File: config.mk
export PLATFORM = sky130hd
export DESIGN_NAME = risc_toy_fetch_stage_flat
export DESIGN_NICKNAME = d
export VERILOG_FILES = /design/src/rtl/risc_toy_pkg.sv /design/src/rtl/risc_toy_fetch_stage_if.sv /design/src/rtl/risc_toy_fetch_stage.sv /design/src/flat_wrapper.sv
export SDC_FILE = /design/constraint.sdc
export NUM_CORES = 1
export LEC_CHECK = 0
export ABC_AREA = 0
export BUFFER_PORTS_ARGS = -buffer_cell sky130_fd_sc_hd__buf_2
export CELL_PAD_IN_SITES_DETAIL_PLACEMENT = 1
export CELL_PAD_IN_SITES_GLOBAL_PLACEMENT = 1
export CORE_MARGIN = 10
export CORE_UTILIZATION = 35
export CTS_CLUSTER_DIAMETER = 80
export DETAILED_ROUTE_END_ITERATION = 12
export GPL_TIMING_DRIVEN = 0
export PLACE_DENSITY = 0.75
export RECOVER_POWER = 50
export SKIP_CTS_REPAIR_TIMING = 1
export SYNTH_ARGS = -nofsm -noshare
export SYNTH_HDL_FRONTEND = slang
export SYNTH_SLANG_ARGS = --single-unit
File: constraint.sdc
create_clock -name CLK -period 2.5 [get_ports CLK]
set_input_delay 0.375 -clock CLK [delete_from_list [all_inputs] [get_ports CLK]]
set_output_delay 0.375 -clock CLK [all_outputs]
set_load 0.02 [all_outputs]
File: src/rtl/risc_toy_pkg.sv
// Shared RISC_TOY definitions: opcodes, instruction field positions and the
// fetch-stage FSM encoding.
package risc_toy_pkg;

  localparam logic [4:0] ADDI = 5'd0;
  localparam logic [4:0] ANDI = 5'd1;
  localparam logic [4:0] ORI  = 5'd2;
  localparam logic [4:0] MOVI = 5'd3;
  localparam logic [4:0] ADD  = 5'd4;
  localparam logic [4:0] SUB  = 5'd5;
  localparam logic [4:0] NEG  = 5'd6;
  localparam logic [4:0] NOT  = 5'd7;
  localparam logic [4:0] AND  = 5'd8;
  localparam logic [4:0] OR   = 5'd9;
  localparam logic [4:0] XOR  = 5'd10;
  localparam logic [4:0] LSR  = 5'd11;
  localparam logic [4:0] ASR  = 5'd12;
  localparam logic [4:0] SHL  = 5'd13;
  localparam logic [4:0] ROR  = 5'd14;
  localparam logic [4:0] BR   = 5'd15;
  localparam logic [4:0] BRL  = 5'd16;
  localparam logic [4:0] J    = 5'd17;
  localparam logic [4:0] JL   = 5'd18;
  localparam logic [4:0] LD   = 5'd19;
  localparam logic [4:0] LDR  = 5'd20;
  localparam logic [4:0] ST   = 5'd21;
  localparam logic [4:0] STR  = 5'd22;

  localparam int OP_MSB = 31;
  localparam int OP_LSB = 27;
  localparam int RA_MSB = 26;
  localparam int RA_LSB = 22;
  localparam int RB_MSB = 21;
  localparam int RB_LSB = 17;
  localparam int RC_MSB = 16;
  localparam int RC_LSB = 12;

  typedef enum logic {
    BOOT = 1'b0,
    RUN  = 1'b1
  } fetch_state_e;

endpackage

File: src/rtl/risc_toy_fetch_stage_if.sv
// Instruction-memory bus between the fetch stage (master) and the
// combinational-read instruction memory (slave).
interface risc_toy_fetch_stage_if;

  logic        IREQ;
  logic [29:0] IADDR;
  logic [31:0] INSTR;

  modport master (output IREQ, output IADDR, input INSTR);
  modport slave  (input IREQ, input IADDR, output INSTR);

endinterface

File: src/rtl/risc_toy_fetch_stage.sv
// RISC_TOY instruction-fetch stage: PC, BOOT/RUN FSM, IF/ID register and
// decode-field slicing.
module risc_toy_fetch_stage
  import risc_toy_pkg::*;
#(
  parameter logic [29:0] RESET_PC = 30'h0,
  parameter int          CNT_W    = 32
) (
  input  logic                  CLK,
  input  logic                  RSTN,
  input  logic                  STALL,
  input  logic                  REDIRECT,
  input  logic [29:0]           REDIRECT_ADDR,
  risc_toy_fetch_stage_if.master imem,
  output logic                  FI_VALID,
  output logic [31:0]           FI_INSTR,
  output logic [29:0]           FI_IADDR,
  output logic [31:0]           FI_LINK,
  output logic [4:0]            FI_OP,
  output logic [4:0]            FI_RA,
  output logic [4:0]            FI_RB,
  output logic [4:0]            FI_RC,
  output logic [CNT_W-1:0]      FETCH_CNT
);

  localparam logic [CNT_W-1:0] CNT_ONE = {{(CNT_W-1){1'b0}}, 1'b1};

  fetch_state_e     r_state;
  fetch_state_e     w_nextState;
  logic             w_fetch;
  logic             w_redirect;
  logic [29:0]      r_pc;
  logic             r_valid;
  logic [31:0]      r_instr;
  logic [29:0]      r_iaddr;
  logic [CNT_W-1:0] r_fetchCnt;
  logic [29:0]      w_linkWord;

  always_ff @(posedge CLK or negedge RSTN) begin
    if (!RSTN) r_state <= BOOT;
    else       r_state <= w_nextState;
  end

  always_comb begin
    w_nextState = r_state;
    case (r_state)
      BOOT:    w_nextState = RUN;
      RUN:     w_nextState = RUN;
      default: w_nextState = BOOT;
    endcase
  end

  // Redirect outranks stall: the branch in EX is older than the hazard.
  always_comb begin
    w_redirect = 1'b0;
    w_fetch    = 1'b0;
    if (r_state == RUN) begin
      w_redirect = REDIRECT;
      w_fetch    = ~STALL & ~REDIRECT;
    end
  end

  always_ff @(posedge CLK or negedge RSTN) begin
    if (!RSTN) begin
      r_pc       <= RESET_PC;
      r_valid    <= 1'b0;
      r_instr    <= 32'h0;
      r_iaddr    <= 30'h0;
      r_fetchCnt <= '0;
    end else if (w_redirect) begin
      r_pc    <= REDIRECT_ADDR;
      r_valid <= 1'b0;
      r_instr <= 32'h0;
    end else if (w_fetch) begin
      r_pc       <= r_pc + 30'd1;
      r_valid    <= 1'b1;
      r_instr    <= imem.INSTR;
      r_iaddr    <= r_pc;
      r_fetchCnt <= r_fetchCnt + CNT_ONE;
    end
  end

  // Increment in 30 bits before the shift so the link wraps to zero.
  assign w_linkWord = r_iaddr + 30'd1;

  assign imem.IREQ  = w_fetch;
  assign imem.IADDR = r_pc;
  assign FI_VALID   = r_valid;
  assign FI_INSTR   = r_instr;
  assign FI_IADDR   = r_iaddr;
  assign FI_LINK    = {w_linkWord, 2'b00};
  assign FI_OP      = r_instr[OP_MSB:OP_LSB];
  assign FI_RA      = r_instr[RA_MSB:RA_LSB];
  assign FI_RB      = r_instr[RB_MSB:RB_LSB];
  assign FI_RC      = r_instr[RC_MSB:RC_LSB];
  assign FETCH_CNT  = r_fetchCnt;

endmodule

File: src/flat_wrapper.sv
// flat-port wrapper written by rule: the top's interface ports become plain ports
module risc_toy_fetch_stage_flat import risc_toy_pkg::*;
#(
  parameter logic [29:0] RESET_PC = 30'h0,
  parameter int          CNT_W    = 32
)
  (CLK, RSTN, STALL, REDIRECT, REDIRECT_ADDR, FI_VALID, FI_INSTR, FI_IADDR, FI_LINK, FI_OP, FI_RA, FI_RB, FI_RC, FETCH_CNT, imem_IREQ, imem_IADDR, imem_INSTR);
  risc_toy_fetch_stage_if imem_i ();
  input  logic CLK;
  input  logic RSTN;
  input  logic STALL;
  input  logic REDIRECT;
  input  logic [29:0] REDIRECT_ADDR;
  output logic FI_VALID;
  output logic [31:0] FI_INSTR;
  output logic [29:0] FI_IADDR;
  output logic [31:0] FI_LINK;
  output logic [4:0] FI_OP;
  output logic [4:0] FI_RA;
  output logic [4:0] FI_RB;
  output logic [4:0] FI_RC;
  output logic [CNT_W-1:0] FETCH_CNT;
  output wire logic [$bits(imem_i.IREQ)-1:0] imem_IREQ;
  output wire logic [$bits(imem_i.IADDR)-1:0] imem_IADDR;
  input wire logic [$bits(imem_i.INSTR)-1:0] imem_INSTR;
  assign imem_IREQ = imem_i.IREQ;
  assign imem_IADDR = imem_i.IADDR;
  assign imem_i.INSTR = imem_INSTR;
  risc_toy_fetch_stage #(.RESET_PC(RESET_PC), .CNT_W(CNT_W)) u_core (.CLK(CLK), .RSTN(RSTN), .STALL(STALL), .REDIRECT(REDIRECT), .REDIRECT_ADDR(REDIRECT_ADDR), .imem(imem_i), .FI_VALID(FI_VALID), .FI_INSTR(FI_INSTR), .FI_IADDR(FI_IADDR), .FI_LINK(FI_LINK), .FI_OP(FI_OP), .FI_RA(FI_RA), .FI_RB(FI_RB), .FI_RC(FI_RC), .FETCH_CNT(FETCH_CNT));
endmodule
-- Yosys cells after proc, flatten, opt, wreduce, memory -nomap -nowiden
Cells that the tools add are included.
- add/subtract/negate cells: 3
- multiplexer cells: 8
- bitwise operators: 4
- reductions and logical operators: 2
- operator list (operator ; count):
    $mux W32 ; 2
    $add A30 B1 Y30 const B ; 2
    $mux W30 ; 2
    $add A32 B1 Y32 const B ; 1
    $mux W1 ; 4
    $not A1 Y1 ; 3
    $reduce_and A2 Y1 ; 1
    $reduce_bool A2 Y1 ; 1
    $and A1 B1 Y1 ; 1
- register bits: 126
- input bits: 66
- output and inout bits: 178
- logic and storage cells: 23

-- Depth between registers and ports, before layout
Gate-level depths: netlist of the first run.
- word-level depth: 5
- gate-level depth with buffers: 8
- mapped depth without buffers: 7

-- Worst setup path before layout of the first run
No wires, ideal clock.
- kind: reg-to-output
- start point: register u_core.r_iaddr[2], in the netlist u_core.FI_IADDR[2]
- end point: output port FI_LINK[29]
- arrival: 2032 ps
- data required time: 2125 ps
- setup slack: 93 ps
- cell stages (with the launch flop): 6
- buffers on the path: 0
- cell sequence: dfrtp_1 nand4_1 nor4_2 and4_1 nand3_1 xnor2_1
- cells in the longest elaborated chain, start to end: 1
- ends and longest elaborated chain (element ; line ; source):
    start, declared ; risc_toy_fetch_stage.sv:35 ; logic [29:0] r_iaddr;
    start signal, assigned ; risc_toy_fetch_stage.sv:78 ; r_iaddr <= r_pc;
    $add A30 B1 Y30 ; risc_toy_fetch_stage.sv:84 ; assign w_linkWord = r_iaddr + 30'd1;
    end, declared ; flat_wrapper.sv:17 ; output logic [31:0] FI_LINK;
Every way passes these cells.

-- Worst setup path in the final report of the first run
- start point: register u_core.r_iaddr[1], in the netlist u_core.FI_IADDR[1]
- end point: output port FI_LINK[29]
Same word-level chain as after synthesis.

==> results.md, run 1 <==
* Flip-flop and latch area at 3170 sq um
* Cell Pwr Density at 801 nW/um^2
* EDFF count, synth at 0
* Post-Synth Simple-Gate Area at 0.222
* Critical Path AT at 2.27 ns
* Area of the multi-input gates at 2870 sq um
* CTS tree: done
* Clock tree buffer depth at 2
* Post-Synth XOR/XNOR Area at 0.103
* Final Hold Vio Count at 0
* Largest net degree at the start of global routing at 70
* Cells after Synth at 646
* First-pass iteration count of the detailed router at 5
* Period Utilization, post-route at 1.06
* First-pass GRT wire length at 35900 microns
* Top-count cell post-synth: dfrtp_1
* Initial antenna violation count at 4
* Multiplexer share of the synthesized area at 0.00477
* Largest cells by area after synthesis: dfrtp_1, nand2_1, xnor2_1
* Remaining global-route overflow at 0
* Register area share after synthesis at 0.500
* Synth Area in Adders at 0.00596
* Count of unique library cells instantiated by Yosys at 51
* Clock slew at the register clock pins of the worst setup and hold paths at 0.06 ns
* Synth-to-layout area growth at 37.3%
* Core Rows at 49
* Design Area, Final at 8650 sq um
* VDD IR-drop max at 0.000499 V
* Slew @ Worst Pin at 1.47 ns
* Worst EP required at 2.12 ns
* DRT iter0 DRCs at 292
* Commonest cells post-synth: dfrtp_1, nand2_1, xnor2_1
* Net count, final at 999
* Routed wire length per instance at 19.9 microns
* Vias at 5929
* Post-synth top area share at 0.500
* Total Neg Setup Slack at -0.885 ns
* Yosys Warn Count at 0
* Crit Path Class: flip-flop to primary output
* Worst Hold Class: input pin to flip-flop
* H-tree levels at 4
* Share of layout cells above drive strength 1 at 0.330
* Highest clock rate at 0.378 GHz
* Starting density of the core at 0.353
* Placer Congestion at 0.801
* Worst setup margin at -0.146 ns
* Crit-path max FO at 7
* RSZ-0062 raised after global routing: true
* IO Port Bufs at 241
* Die Span X at 154 microns
* Filler cell count at 2151
* Max Cap Viol at 0
* Die Y at 154 microns
* Worst clock skew at 0.00847 ns
* Static Leakage at 0.00428 uW
* Post-detailed-route count of antenna-violating nets at 0
* Post-synth top flop: dfrtp_1
* Failing checks: negative setup slack
* GR Util All Layers at 0.188
* Status: finished, violations left
* Seq cells post-synth at 126
* Vias/cell at 5.05
* CP Launch Type: flip-flop
* Worst-Skew Late Latency at 0.43 ns
* Mapped Area at 6300 sq um
* Vias in the first global route at 6411
* CTS Buf Count at 17
* Post-synthesis area per instance at 9.75 sq um
* Drt total wl at 23300 microns
* # setup viols final at 8
* Post-place instance area at 7830 sq um
* Die ar. at 23800 sq um
* CP endpoint kind: primary output
* Clk sink count at 126
* Max-slew headroom at 0.0191
* Fin. max-slew vios at 0
* Core region area at 17800 sq um
* Root Driver: clkbuf_16
* Drt drc at 0
* Post-synth top area cell: dfrtp_1
* Top-Level Pins at 244
* Detailed placement HPWL at 17400 microns
* Synth Area in Compound Gates at 0.108
* Post-synth ARST share at 1.00
* Largest family of logic cells by synthesized area: simple AND/OR/NAND/NOR gates
* Min Tclk post-route at 2.65 ns
## per-layer routing
metal	up-vias	global-route usage	wire length [microns]
met2	192	0.320	11800
met5	-	0	0
met4	0	0.0670	445
li1	2784	-	-
met1	2923	0.210	9350
met3	30	0.0688	1760
## kinds of logic (layout without fill, tap and decap cells)
logic type	after synthesis	after routing
buf+inv	67	363
mux	3	3
other cells	2	6
flops	126	126
compound gates	96	96
simple gates	275	275
fa+ha+maj	3	3
xor+xnor	74	74
## report_power, final
group	switching [uW]	total, uW	internal, uW	leakage, uW
Combinational	1090	1720	627	0.00241
Clock	998	2580	1580	0.000287
Sequential	346	2630	2280	0.00158
Total	2440	6930	4490	0.00428
## final cells by class
class                   instances  share of cell area
flip-flops and latches        126               0.366
multi-input cells             454               0.331
repair buffers                264               0.157
clock buffers                  17              0.0492
plain buffers                  49              0.0337
well taps                     229              0.0331
clock inverters                15              0.0216
inverters                      18             0.00781
diodes                          3            0.000868
## through the flow
stage	power, uW	hold slack [ns]	utilization	instances	setup slack, ns
after detailed placement	4300	0.387	0.439	1118	-0.345
after global routing	7250	0.152	0.485	1174	-0.291
after floorplan	3550	0.0794	-	647	0.0926
final	6930	0.158	0.485	1175	-0.146
after CTS	6900	-0.0633	0.473	1150	-0.675
after global placement	4250	0.453	0.437	1117	-0.772
## state kept, by name (all words and copies together) (netlist names)
| name | count |
|---|---|
| u_core.r_state | 1 |
| u_core.imem.IADDR | 30 |
| u_core.FETCH_CNT | 32 |
| u_core.FI_INSTR | 32 |
| u_core.FI_IADDR | 30 |
| u_core.FI_VALID | 1 |
## final timing paths
check | from | depth (start not counted) | to | slack, ns
max reg2reg | u_core.imem.IADDR[4]$_DFFE_PN0P_ | 6 | u_core.imem.IADDR[29]$_DFFE_PN0P_ | 0.26
max | u_core.FI_IADDR[1]$_DFFE_PN0P_ | 8 | FI_LINK[29] | -0.15
min reg2reg | u_core.FETCH_CNT[31]$_DFFE_PN0P_ | 1 | u_core.FETCH_CNT[31]$_DFFE_PN0P_ | 0.47
min in group asynchronous | RSTN | 2 | u_core.FETCH_CNT[26]$_DFFE_PN0P_ | 0.85
min | REDIRECT_ADDR[6] | 3 | u_core.imem.IADDR[6]$_DFFE_PN0P_ | 0.16
max in group asynchronous | RSTN | 3 | u_core.r_state$_DFF_PN0_ | 0.30
## cell usage in the layout (no fill, tap or decap), drive strengths merged, types with 5 or more instances in the layout
| master | synthesis | final |
|---|---|---|
| a21oi | 11 | 11 |
| a22o | 36 | 36 |
| a22oi | 5 | 5 |
| and2 | 5 | 5 |
| and3 | 6 | 6 |
| and4 | 8 | 8 |
| buf | 28 | 248 |
| clkbuf | 21 | 81 |
| dfrtp | 126 | 126 |
| inv | 18 | 22 |
| nand2 | 125 | 125 |
| nand3 | 32 | 32 |
| nand3b | 5 | 5 |
| nand4 | 25 | 25 |
| nor2 | 29 | 29 |
| nor2b | 6 | 6 |
| nor3 | 15 | 15 |
| nor4 | 9 | 9 |
| o21ai | 27 | 27 |
| xnor2 | 44 | 44 |
| xor2 | 30 | 30 |
## critical path: stages (launching register included)
cell     delay [ns]
dfrtp_2        0.41
buf_4          0.15
nand3_1        0.17
nor4_4         0.29
buf_4          0.18
and4_1         0.24
nand3_1        0.10
xnor2_1        0.14
buf_4          0.16
(Power assumes the default switching activity.)
==> run 2, diff against run 1 <==
--- a/config.mk
+++ b/config.mk
@@ -14,9 +14,10 @@
 export CTS_CLUSTER_DIAMETER = 80
 export DETAILED_ROUTE_END_ITERATION = 12
 export GPL_TIMING_DRIVEN = 0
-export PLACE_DENSITY = 0.75
+export PLACE_DENSITY = 0.79
 export RECOVER_POWER = 50
 export SKIP_CTS_REPAIR_TIMING = 1
+export SLEW_MARGIN = 20
 export SYNTH_ARGS = -nofsm -noshare
 export SYNTH_HDL_FRONTEND = slang
 export SYNTH_SLANG_ARGS = --single-unit
==> results.md, run 2 (same netlist as run 1, synthesis figures left out) <==
* Starting density of the core at 0.353
* Failing checks: negative setup slack
* CP endpoint kind: primary output
* RSZ-0062 raised after global routing: true
* Commonest non-fill, non-tap cell in the layout: buf_2
* Core Rows at 49
* Status: finished, violations left
* Placer Congestion at 0.818
* CP startpoint: u_core.FI_IADDR[1]$_DFFE_PN0P_
* Placed Instances at 1118
* Min Tclk post-route at 2.61 ns
* Die ar. at 23800 sq um
* First-pass iteration count of the detailed router at 4
* Final Hold Vio Count at 0
* R2r setup slk at 0.26 ns
* Routed wire length per instance at 19.8 microns
* CP Launch Type: flip-flop
* Initial antenna violation count at 5
* Crit path capture: FI_LINK[28]
* R2r endpoint: u_core.imem.IADDR[27]$_DFFE_PN0P_
* Detailed placement HPWL at 17700 microns
* Worst clock skew at 0.00878 ns
* Remaining global-route overflow at 0
* Core region area at 17800 sq um
* Drt drc at 0
* Worst Hold Class: input pin to flip-flop
* Flip-flop and latch area at 3170 sq um
* Share of layout cells above drive strength 1 at 0.328
* Drt total wl at 23100 microns
* Slew @ Worst Pin at 1.48 ns
* Highest clock rate at 0.383 GHz
* Clock tree buffer depth at 2
* Synth-to-layout area growth at 38.0%
* CTS tree: done
* Root Driver: clkbuf_16
* Commonest non-fill, non-tap cells in the layout: buf_2, nand2_1, dfrtp_1
* Max Cap Viol at 0
* DRT iter0 DRCs at 269
* IO Port Bufs at 241
* Crit-path max FO at 5
* VDD IR-drop max at 0.000532 V
* Largest net degree at the start of global routing at 69
* Worst reg2reg path depth at 6
* Top-Level Pins at 244
* Cell Pwr Density at 818 nW/um^2
* Period Utilization, post-route at 1.04
* Clock slew at the register clock pins of the worst setup and hold paths at 0.06 ns
* Filler cell count at 2136
* Worst-Skew Late Latency at 0.43 ns
* First-pass GRT wire length at 36200 microns
* CTS Buf Count at 17
* Reg2reg start: u_core.imem.IADDR[4]$_DFFE_PN0P_
* Max-slew headroom at 0.0125
* Setup WS pre-CTS at -0.433 ns
* Final cell count without fillers at 1171
* H-tree levels at 4
* Die Span X at 154 microns
* Vias at 5906
* Area of the multi-input gates at 2900 sq um
* Worst EP required at 2.12 ns
* Die Y at 154 microns
* Static Leakage at 0.00428 uW
* Crit Path Class: flip-flop to primary output
* GR Util All Layers at 0.190
* Net count, final at 995
* Vias/cell at 5.04
* Fin. max-slew vios at 0
* Vias in the first global route at 6340
* Critical Path AT at 2.24 ns
* Worst setup margin at -0.112 ns
* Post-detailed-route count of antenna-violating nets at 0
* # setup viols final at 7
* Clk sink count at 126
## run 2: cell count changes in the layout (fill, tap and decap cells not counted), moves of 2 or more
cell	delta
nor2_1	-2
bufinv_16	+2
clkbuf_1	+4
nor2_4	+2
buf_4	-9
xnor2_2	+2
xnor2_1	-2
## run 2: per-layer routing
| metal | track usage | up-vias | share of wire | wire length [microns] |
|---|---|---|---|---|
| met5 | 0 | - | 0.00061 | 14 |
| met3 | 0.0704 | 33 | 0.078 | 1800 |
| met4 | 0.0634 | 4 | 0.020 | 461 |
| met2 | 0.309 | 189 | 0.49 | 11300 |
| met1 | 0.225 | 2886 | 0.41 | 9530 |
| li1 | - | 2794 | - | - |
## run 2: worst min-delay path by stage
| stage | startpoint | to | cells past startpoint |
|---|---|---|---|
| 3_5_place_dp | RSTN | u_core.FETCH_CNT[23]$_DFFE_PN0P_ | 1 |
| 6_report | REDIRECT_ADDR[7] | u_core.imem.IADDR[7]$_DFFE_PN0P_ | 3 |
| 5_1_grt | imem_INSTR[17] | u_core.FI_INSTR[17]$_DFFE_PN0P_ | 2 |
| 2_1_floorplan | RSTN | u_core.FETCH_CNT[0]$_DFFE_PN0P_ | 0 |
| 3_3_place_gp | u_core.FETCH_CNT[31]$_DFFE_PN0P_ | u_core.FETCH_CNT[31]$_DFFE_PN0P_ | 1 |
| 4_1_cts | RSTN | u_core.FETCH_CNT[31]$_DFFE_PN0P_ | 1 |
## run 2: layout make-up
type	instances	area share
Timing Repair Buffer	261	0.152
Inverter	18	0.00806
Clock inverter	15	0.0271
Tap cell	229	0.0330
Sequential cell	126	0.364
Clock buffer	17	0.0489
Multi-Input combinational cell	454	0.334
Buffer	48	0.0318
Antenna cell	3	0.000864
## run 2: worst max-delay path: stages, from the launching register on
cell and delay (ns):
dfrtp_2 0.43, ha_4 0.17, nand2_4 0.06, nor4_4 0.36
nand4_1 0.21, nor3_1 0.24, xor2_1 0.16, buf_2 0.18
## run 2: per-stage QoR
step                      total power (uW)  hold slack [ns]  setup TNS [ns]  cell area (sq um)   util
after detailed placement              4290            0.340           -1.15               7840  0.439
after CTS                             7100           -0.114           -6.36               8500  0.476
after global placement                4250            0.456          -87.07               7800  0.437
final                                 7110            0.156          -0.354               8690  0.487
after global routing                  7450            0.166           -2.24               8690  0.487
after floorplan                       3550           0.0794               0               6300      -
## run 2: where the power goes
part           leakage [uW]  internal, uW  switching [uW]
combinational       0.00239           619            1080
sequential          0.00158          2290             354
clock              0.000309          1790             988
==> run 3, diff against run 2 <==
--- a/config.mk
+++ b/config.mk
@@ -9,7 +9,6 @@
 export BUFFER_PORTS_ARGS = -buffer_cell sky130_fd_sc_hd__buf_2
 export CELL_PAD_IN_SITES_DETAIL_PLACEMENT = 1
 export CELL_PAD_IN_SITES_GLOBAL_PLACEMENT = 1
-export CORE_MARGIN = 10
 export CORE_UTILIZATION = 35
 export CTS_CLUSTER_DIAMETER = 80
 export DETAILED_ROUTE_END_ITERATION = 12
==> constraint.sdc (replaced) <==
create_clock -name CLK -period 2.55 [get_ports CLK]
set_input_delay 0.3825 -clock CLK [delete_from_list [all_inputs] [get_ports CLK]]
set_output_delay 0.3825 -clock CLK [all_outputs]
set_load 0.02 [all_outputs]
==> results.md, run 3 (same netlist as run 1, synthesis figures left out) <==
* Worst reg2reg path depth at 6
* First-pass GRT wire length at 32100 microns
* Commonest non-fill, non-tap cell in the layout: buf_2
* Min Tclk post-route at 2.77 ns
* Met1 Resource Use GR at 0.281
* Met2 Use GR at 0.382
* Die ar. at 18500 sq um
* Status: finished, violations left
* Worst setup margin at -0.215 ns
* VDD IR-drop max at 0.000466 V
* Root Driver: clkbuf_16
* Crit Path Class: flip-flop to primary output
* IO Port Bufs at 241
* Cell Pwr Density at 818 nW/um^2
* Detailed placement HPWL at 15500 microns
* Vias/cell at 5.15
* Critical Path AT at 2.38 ns
* Share of layout cells above drive strength 1 at 0.317
* Crit-path max FO at 5
* Clock slew at the register clock pins of the worst setup and hold paths at 0.06 ns
* CTS tree: done
* CTS Buf Count at 17
* Max-slew headroom at 0.252
* Worst path slowest cell: dfrtp_2
* Clock Power Share at 0.404
* Final Hold Vio Count at 0
* Clock tree buffer depth at 2
* DRT iter0 DRCs at 225
* Fin. max-slew vios at 0
* Global route hottest layer: met2
* Slowest stage delay, CP at 0.43 ns
* Post-detailed-route count of antenna-violating nets at 0
* Logic pwr share at 0.231
* Worst Hold Class: input pin to flip-flop
* Core region area at 17400 sq um
* R2r setup slk at 0.33 ns
* Post-place instance area at 7830 sq um
* Die Span X at 136 microns
* Worst clock skew at 0.00624 ns
* Crit-path cells: ha_4 > nand2_4 > nor4_4 > nand4_1 > buf_6 > nor3_2 > xor2_1 > buf_4
* Reg2reg start: u_core.imem.IADDR[4]$_DFFE_PN0P_
* Synth-to-layout area growth at 38.2%
* Crit path capture: FI_LINK[28]
* GR Util All Layers at 0.228
* Share of power burned in registers at 0.365
* Net count, final at 998
* Worst EP required at 2.17 ns
* Remaining global-route overflow at 0
* Design Area, Final at 8710 sq um
* Total power at 7120 uW
* Largest net degree at the start of global routing at 83
* Top-Level Pins at 244
* Static Leakage at 0.00426 uW
* Placer Congestion at 0.779
* Highest clock rate at 0.362 GHz
* # setup viols final at 9
* Initial antenna violation count at 2
* Starting density of the core at 0.362
* Grt met3 use at 0.0518
* R2r endpoint: u_core.imem.IADDR[27]$_DFFE_PN0P_
* CP endpoint kind: primary output
* Core Rows at 48
* Largest delay share family, worst path: simple AND/OR/NAND/NOR gates
* Max Cap Viol at 0
* Hold slack at 0.165 ns
* Drt total wl at 21300 microns
* Clk sink count at 126
* NetSw at 2340 uW
* Slew @ Worst Pin at 1.12 ns
* RSZ-0062 raised after global routing: true
* Commonest non-fill, non-tap cells in the layout: buf_2, nand2_1, dfrtp_1
* Failing checks: negative setup slack
* Period Utilization, post-route at 1.08
* Final cell count without fillers at 1168
* Routed wire length per instance at 18.2 microns
* First-pass iteration count of the detailed router at 4
* Critical path depth at 8
* Sw frac at 0.329
* Placed Instances at 1114
* Die Y at 136 microns
* H-tree levels at 4
* Worst path buffer plus inverter count at 2
* Vias in the first global route at 6032
* Worst-Skew Late Latency at 0.42 ns
* CP startpoint: u_core.FI_IADDR[0]$_DFFE_PN0P_
* Int Pwr at 4780 uW
* Vias at 6017
* CP Launch Type: flip-flop
* Drt drc at 0
[run 3: stage by stage]
| step | TNS (ns) | worst slack (ns) | utilization |
|---|---|---|---|
| after floorplan | 0 | 0.135 | - |
| after CTS | -5.19 | -0.659 | 0.489 |
| final | -1.01 | -0.215 | 0.500 |
| after global placement | -82.88 | -0.663 | 0.447 |
| after detailed placement | -0.395 | -0.333 | 0.450 |
| after global routing | -1.94 | -0.308 | 0.500 |
[run 3: worst min-delay path by stage]
stage | end | slack, ns | startpoint | depth (start not counted)
after floorplan | u_core.FETCH_CNT[0]$_DFFE_PN0P_ | 0.09 | RSTN | 0
after global placement | u_core.FETCH_CNT[31]$_DFFE_PN0P_ | 0.45 | u_core.FETCH_CNT[31]$_DFFE_PN0P_ | 1
after detailed placement | u_core.FETCH_CNT[30]$_DFFE_PN0P_ | 0.30 | RSTN | 1
after CTS | u_core.FETCH_CNT[30]$_DFFE_PN0P_ | -0.15 | RSTN | 1
after global routing | u_core.FI_INSTR[6]$_DFFE_PN0P_ | 0.17 | imem_INSTR[6] | 2
final | u_core.imem.IADDR[6]$_DFFE_PN0P_ | 0.17 | REDIRECT_ADDR[6] | 3
[run 3: layer usage]
layer  routed length [microns]  up-vias
li1                          -     2798
met1                      8920     2988
met2                     10900      200
met3                      1080       29
met4                       415        2
met5                        10        -
[run 3: cell type report]
| class | count | area [sq um] |
|---|---|---|
| clock buffers | 17 | 425 |
| plain buffers | 48 | 277 |
| diodes | 1 | 2.50 |
| inverters | 18 | 70.1 |
| well taps | 225 | 282 |
| repair buffers | 264 | 1340 |
| fillers | 2083 | 8710 |
| clock inverters | 15 | 267 |
| flip-flops and latches | 126 | 3160 |
| multi-input cells | 454 | 2880 |
[run 3: power groups by stage]
| stage | registers (uW) | logic, uW | clock network, uW |
|---|---|---|---|
| after floorplan | 2820 | 660 | 0 |
| after global placement | 2610 | 1510 | 0 |
| after detailed placement | 2620 | 1560 | 0 |
| after CTS | 2590 | 1570 | 2900 |
| after global routing | 2640 | 1780 | 2980 |
| final | 2600 | 1650 | 2880 |
[run 3: worst min-delay path, cell delays in order]
cell	delay, ns
buf_2	0.07
nand2_1	0.03
o21ai_0	0.06
